===== config.mk =====
export PLATFORM = sky130hd
export DESIGN_NAME = mul8_seq
export DESIGN_NICKNAME = d
export VERILOG_FILES = /design/src/rtl/mul8_seq.sv
export SDC_FILE = /design/constraint.sdc
export NUM_CORES = 1
export LEC_CHECK = 0
export ABC_AREA = 1
export BUFFER_PORTS_ARGS = -buffer_cell sky130_fd_sc_hd__buf_4
export CAP_MARGIN = 20
export CORE_MARGIN = 2
export CORE_UTILIZATION = 54
export DETAILED_ROUTE_END_ITERATION = 16
export HOLD_SLACK_MARGIN = 0.02
export PLACE_DENSITY = 0.83
export SYNTH_ARGS = -nofsm -noshare
export SYNTH_HDL_FRONTEND = slang
export SYNTH_SLANG_ARGS = --single-unit

===== constraint.sdc =====
create_clock -name clk -period 3.3 [get_ports clk]
set_input_delay 0.33 -clock clk [delete_from_list [all_inputs] [get_ports clk]]
set_output_delay 0.33 -clock clk [all_outputs]
set_load 0.005 [all_outputs]

===== src/rtl/mul8_seq.sv =====
// mul8_seq: multi-cycle unsigned shift-add multiplier driving a shared external adder
module mul8_seq #(
  parameter int WIDTH = 8,
  parameter int CNT_W = 4
) (
  input  logic               clk,
  input  logic               rst_n,
  input  logic               start,
  input  logic [WIDTH-1:0]   a,
  input  logic [WIDTH-1:0]   b,
  output logic               busy,
  output logic               done,
  output logic [2*WIDTH-1:0] product,
  output logic [WIDTH-1:0]   add_a,
  output logic [WIDTH-1:0]   add_b,
  input  logic [WIDTH-1:0]   add_sum,
  input  logic               add_cout
);
  typedef enum logic [1:0] {IDLE, CALC, DONE} state_t;
  state_t state, state_nxt;
  logic [WIDTH-1:0] m, acc_hi, acc_lo;
  logic [CNT_W-1:0] cnt;
  logic last;
  logic [2*WIDTH-1:0] shifted;
  always_comb begin
    last = cnt == CNT_W'(WIDTH - 1);
    state_nxt = state == IDLE ? (start ? CALC : IDLE) :
                state == CALC ? (last ? DONE : CALC) : IDLE;
    busy = state == CALC;
    done = state == DONE;
    add_a = busy ? acc_hi : '0;
    add_b = busy && acc_lo[0] ? m : '0;
    // carry-out becomes the new MSB so full-range operands are not truncated
    shifted = {add_cout, add_sum, acc_lo[WIDTH-1:1]};
  end
  always_ff @(posedge clk or negedge rst_n) begin
    if (!rst_n) begin
      state <= IDLE;
      m <= '0;
      acc_hi <= '0;
      acc_lo <= '0;
      cnt <= '0;
      product <= '0;
    end else begin
      state <= state_nxt;
      if (state == IDLE && start) begin
        m <= a;
        acc_hi <= '0;
        acc_lo <= b;
        cnt <= '0;
      end else if (state == CALC) begin
        {acc_hi, acc_lo} <= shifted;
        cnt <= cnt + 1'b1;
        if (last) product <= shifted;
      end
    end
  end
endmodule


## Word level (Yosys, flattened, before mapping)

Index checks and enable logic that the tools add are counted.

| operators by class | value |
|---|---|
| $add $sub $neg | 1 |
| multipliers | 0 |
| divide/modulo/power cells | 0 |
| magnitude comparators | 0 |
| eq/ne operators | 3 |
| shift-type cells | 0 |
| mux-type cells | 12 |
| bitwise operators | 1 |
| reductions and logical operators | 5 |

Operators with widths:

| kind | count |
|---|---|
| $mux W8 | 6 |
| $mux W4 | 2 |
| $mux W2 | 3 |
| $add A4 B1 Y4 const B | 1 |
| $eq A4 B3 Y1 const B | 1 |
| $reduce_and A3 Y1 | 1 |
| $eq A2 B1 Y1 const B | 1 |
| $eq A2 B2 Y1 const B | 1 |
| $logic_and A1 B1 Y1 | 2 |
| $logic_not A2 Y1 | 1 |
| $reduce_bool A2 Y1 | 1 |
| $mux W1 | 1 |
| $not A1 Y1 | 1 |

| storage, ports and cells | value |
|---|---|
| flip-flop bits (word level) | 46 |
| bits in latches | 0 |
| bits in writable memories | 0 |
| ROM bits | 0 |
| input port bits | 28 |
| output and inout bits | 34 |
| logic and storage cells | 28 |
| memories kept | 0 |

## Logic depth before layout (Yosys ltp)

| logic depth | value |
|---|---|
| depth after elaboration | 4 |
| depth in mapped cells | 8 |
| gate-level depth less buffers | 7 |

## Worst setup path after synthesis

Ideal clock, no wire load.

| timing path | value |
|---|---|
| path type | reg2out |
| start | register state[1] |
| end | output port add_b[0] |
| arrival time | 878 ps |
| data required time | 2,970 ps |
| setup slack | 2,092 ps |
| stages on the path, launching flop included | 6 |
| path buffers | 0 |
| cells stage by stage | dfrtp_1 inv_2 nand2_4 inv_6 nand2_1 nor2_1 |

| on the way | value |
|---|---|
| word-level cells in the longest chain between the ends | 3 |

RTL lines:

| item | line | RTL |
|---|---|---|
| start: declaration | 20 | `state_t state, state_nxt;` |
| start signal: assignment | 45 | `state <= state_nxt;` |
| $eq A2 B1 Y1 | 29 | `busy = state == CALC;` |
| $logic_and A1 B1 Y1 | 32 | `add_b = busy && acc_lo[0] ? m : '0;` |
| $mux W8 | 32 |  |
| end: declaration | 15 | `output logic [WIDTH-1:0] add_b,` |

No other way between the ends.

## Final worst setup path

| timing path | value |
|---|---|
| start | register state[1] |
| end | output port add_b[4] |

Same word-level chain as after synthesis.

==> results.md <==
### Run status
- finished clean — outcome

### Cells and area
- 315 — net count of the finished layout
- 0.6967 — Core Util, Final
- nand2_1 — most common library cell in the layout ignoring fill and taps
- nand2_1 (75), buf_4 (61), dfrtp_1 (46), inv_1 (24), nor2_1 (21) — most frequent cells in the layout
- 310 — layout filler cell count
- 0.001151 mm2 — area taken by flip-flops and latches
- 0.2762 — layout cells sized above 1
- 656.9 um2 — area occupied by multi-input gates
- 0 — number of antenna repair diodes
- 26.29% — Layout area overhead

### Power and ir drop
- 0.5101 mV — Peak supply drop
- 878.3 mW/mm2 — P per Cell Area
- 1.357 nW — leak pwr

### Synth
- 46 — Yosys reg bits
- 0.5786 — portion of the post-synthesis area used by sequential elements
- 227 — synthesized netlist cell count
- 18 — count of cell types in the netlist
- 256 — Synth Net Count
- 0.001989 mm2 — synthesized area
- 8.764 um2 — synthesized area divided by synthesized cell count
- 0 — Yosys warnings

### Setup path
- 2.97 ns — data required time at the worst endpoint
- inv_2, nand2_4, inv_6, nand2_1, nor2_1, buf_4 — crit path cell chain
- product[5]$_DFFE_PN0P_ — Worst R2R End
- 1.76 ns — internal reg-to-reg setup slack
- flop to output pin — Setup CP Type
- flop — launching element type of the critical path
- 27 — Max FO, Critical Path
- dfrtp_1 — library cell contributing the largest single delay on the critical path
- 0.39 ns — Crit path largest cell delay
- output pin — crit end category
- state[0]$_DFF_PN0_ — start of the worst register-to-register path
- 6 — worst reg2reg path depth
- 1.62 ns — CP Data Arrival Time

### Min path
- input port to async pin — worst hold path type

### Detailed routing
- 1,629 — vias
- 4 — first drt pass iteration count
- 3898 um — total detailed-routing wirelength
- 0 — # DRC
- 0 — Post-DRT Antenna Nets
- 4.877 — vias per inst
- 11.67 um — WL per Instance
- 97 — initial detailed-routing violation count

### Flow run
- 0 — number of violations of the max-capacitance limit

### STA
- 1.351 ns — post-route worst setup slack
- 0 — final count of hold timing violations
- 0.006966 ns — worst clock skew
- 0.5462 ns — worst slew pin tran
- no — RSZ-0062 raised after global routing
- 0.6359 — headroom to the max-slew limit
- 0.5907 — final cycle utilization of the critical path
- 0.5130 GHz — maximum clock frequency
- 0 — Slew Limit Fails
- 1.949 ns — Final min period
- 0 ns — aggregate negative setup slack
- 0 — setup violation total in the final timing report
- 0.02585 ns — Worst Hold Margin

### Floorplan
- 0.004185 mm2 — Die Outline Area
- 62 — number of top-level pins
- 64.70 um — Vert. Die Dim
- 64.70 um — width of the die
- 22 — num rows
- 0.003606 mm2 — core outline area
- 0.5517 — initial core utilization

### Clock network
- 0.07 ns — clock-pin transition on the worst setup and hold timing paths
- 2 — H-tree depth
- 46 — clock sink total
- 0 — post-cts hold buffer count
- 0.29 ns — later-pin clock latency in the skew report
- 0 — cts repair resizes
- 0 — Post CTS Setup Buffer Count
- clkbuf_8 — clock tree root buffer cell
- 2 — maximum buffer depth of the clock tree
- 5 — CTS Buf Count
- yes — CTS tree

### Global route
- 0 — final global-route overflow total
- 6651 um — first-pass GRT wire length
- 0 — antenna violations before repair
- 47 — pin count of the biggest net entering global routing
- 0.2095 — total routing usage reported by global routing
- 1,502 — number of global-route vias before repair

### Place
- 61 — number of input and output port buffers inserted
- 1.668 ns — worst slack at placement
- 0.8043 — global placement routability congestion
- 2734 um — placed wire-length estimate

[worst max-delay path by stage]
stage / start / to / slack [ns] / cells after the start
after floorplan: state[1]$_DFF_PN0_ / add_b[0] / 2.09 / 5
after global placement: state[1]$_DFF_PN0_ / add_b[6] / 1.70 / 6
after detailed placement: state[1]$_DFF_PN0_ / add_b[4] / 1.67 / 6
after CTS: state[1]$_DFF_PN0_ / add_b[4] / 1.35 / 6
after global routing: state[1]$_DFF_PN0_ / add_b[1] / 1.20 / 6
final: state[1]$_DFF_PN0_ / add_b[4] / 1.35 / 6
[where the power goes]
group / switching, mW / total, mW / internal (mW)
Sequential: 0.140 / 0.967 / 0.827
Combinational: 0.491 / 0.927 / 0.436
Clock: 0.167 / 0.313 / 0.146
Total: 0.798 / 2.21 / 1.41
[worst max-delay path, delay by kind of cell (launching register included)]
kind,cells,cell delay [ns]
buf+inv,3,0.41
simple gates,3,0.52
flops,1,0.39
[layer usage]
layer	track usage	wire length (um)	vias to the layer above
li1	-	-	819
met1	0.2783	1726	760
met2	0.3359	1938	43
met3	0.05556	183	7
met4	0.07181	49	0
met5	0	0	-
[kinds of logic (layout without fill, tap and decap cells)]
group                    after synthesis  in the layout  synth area share
AND/OR/NAND/NOR                      118            118            0.2459
flip-flops                            46             46            0.5786
buffers and inverters                 37             96           0.09119
AO/OA/AOI/OAI                         25             25           0.07799
adder cells (fa/ha/maj)                1              1          0.006288
[cells in the mapped netlist]
cell / number / area [um2]
a21oi_1: 1 / 5.000
buf_2: 3 / 15.01
buf_4: 3 / 22.52
buf_6: 3 / 33.78
dfrtp_1: 46 / 1151
ha_1: 1 / 12.51
inv_1: 24 / 90.09
inv_2: 3 / 11.26
inv_6: 1 / 8.760
nand2_1: 75 / 281.5
nand2_4: 2 / 22.52
nand3_1: 19 / 95.09
nor2_1: 21 / 78.83
nor2_4: 1 / 11.26
o21ai_0: 4 / 20.02
o21ai_1: 8 / 40.04
o21ai_2: 6 / 52.55
o22ai_1: 6 / 37.54
[registers in the layout (all words and copies together) (netlist names)]
name     flops
acc_hi       8
cnt          4
m            8
product     16
state        2
acc_lo       8
[layout make-up]
type,instances,area share
inverters,28,0.04382
well taps,48,0.02390
flip-flops and latches,46,0.4582
clock buffers,7,0.03038
repair buffers,61,0.1823
multi-input cells,144,0.2615
[per-stage QoR]
stage	total power, mW	instance area [um2]	instances
after global routing	2.401	2512	334
after global placement	1.880	2436	327
after floorplan	1.517	1989	227
after detailed placement	1.913	2436	327
final	2.207	2512	334
after CTS	2.230	2512	334
(Power assumes the default switching activity.)
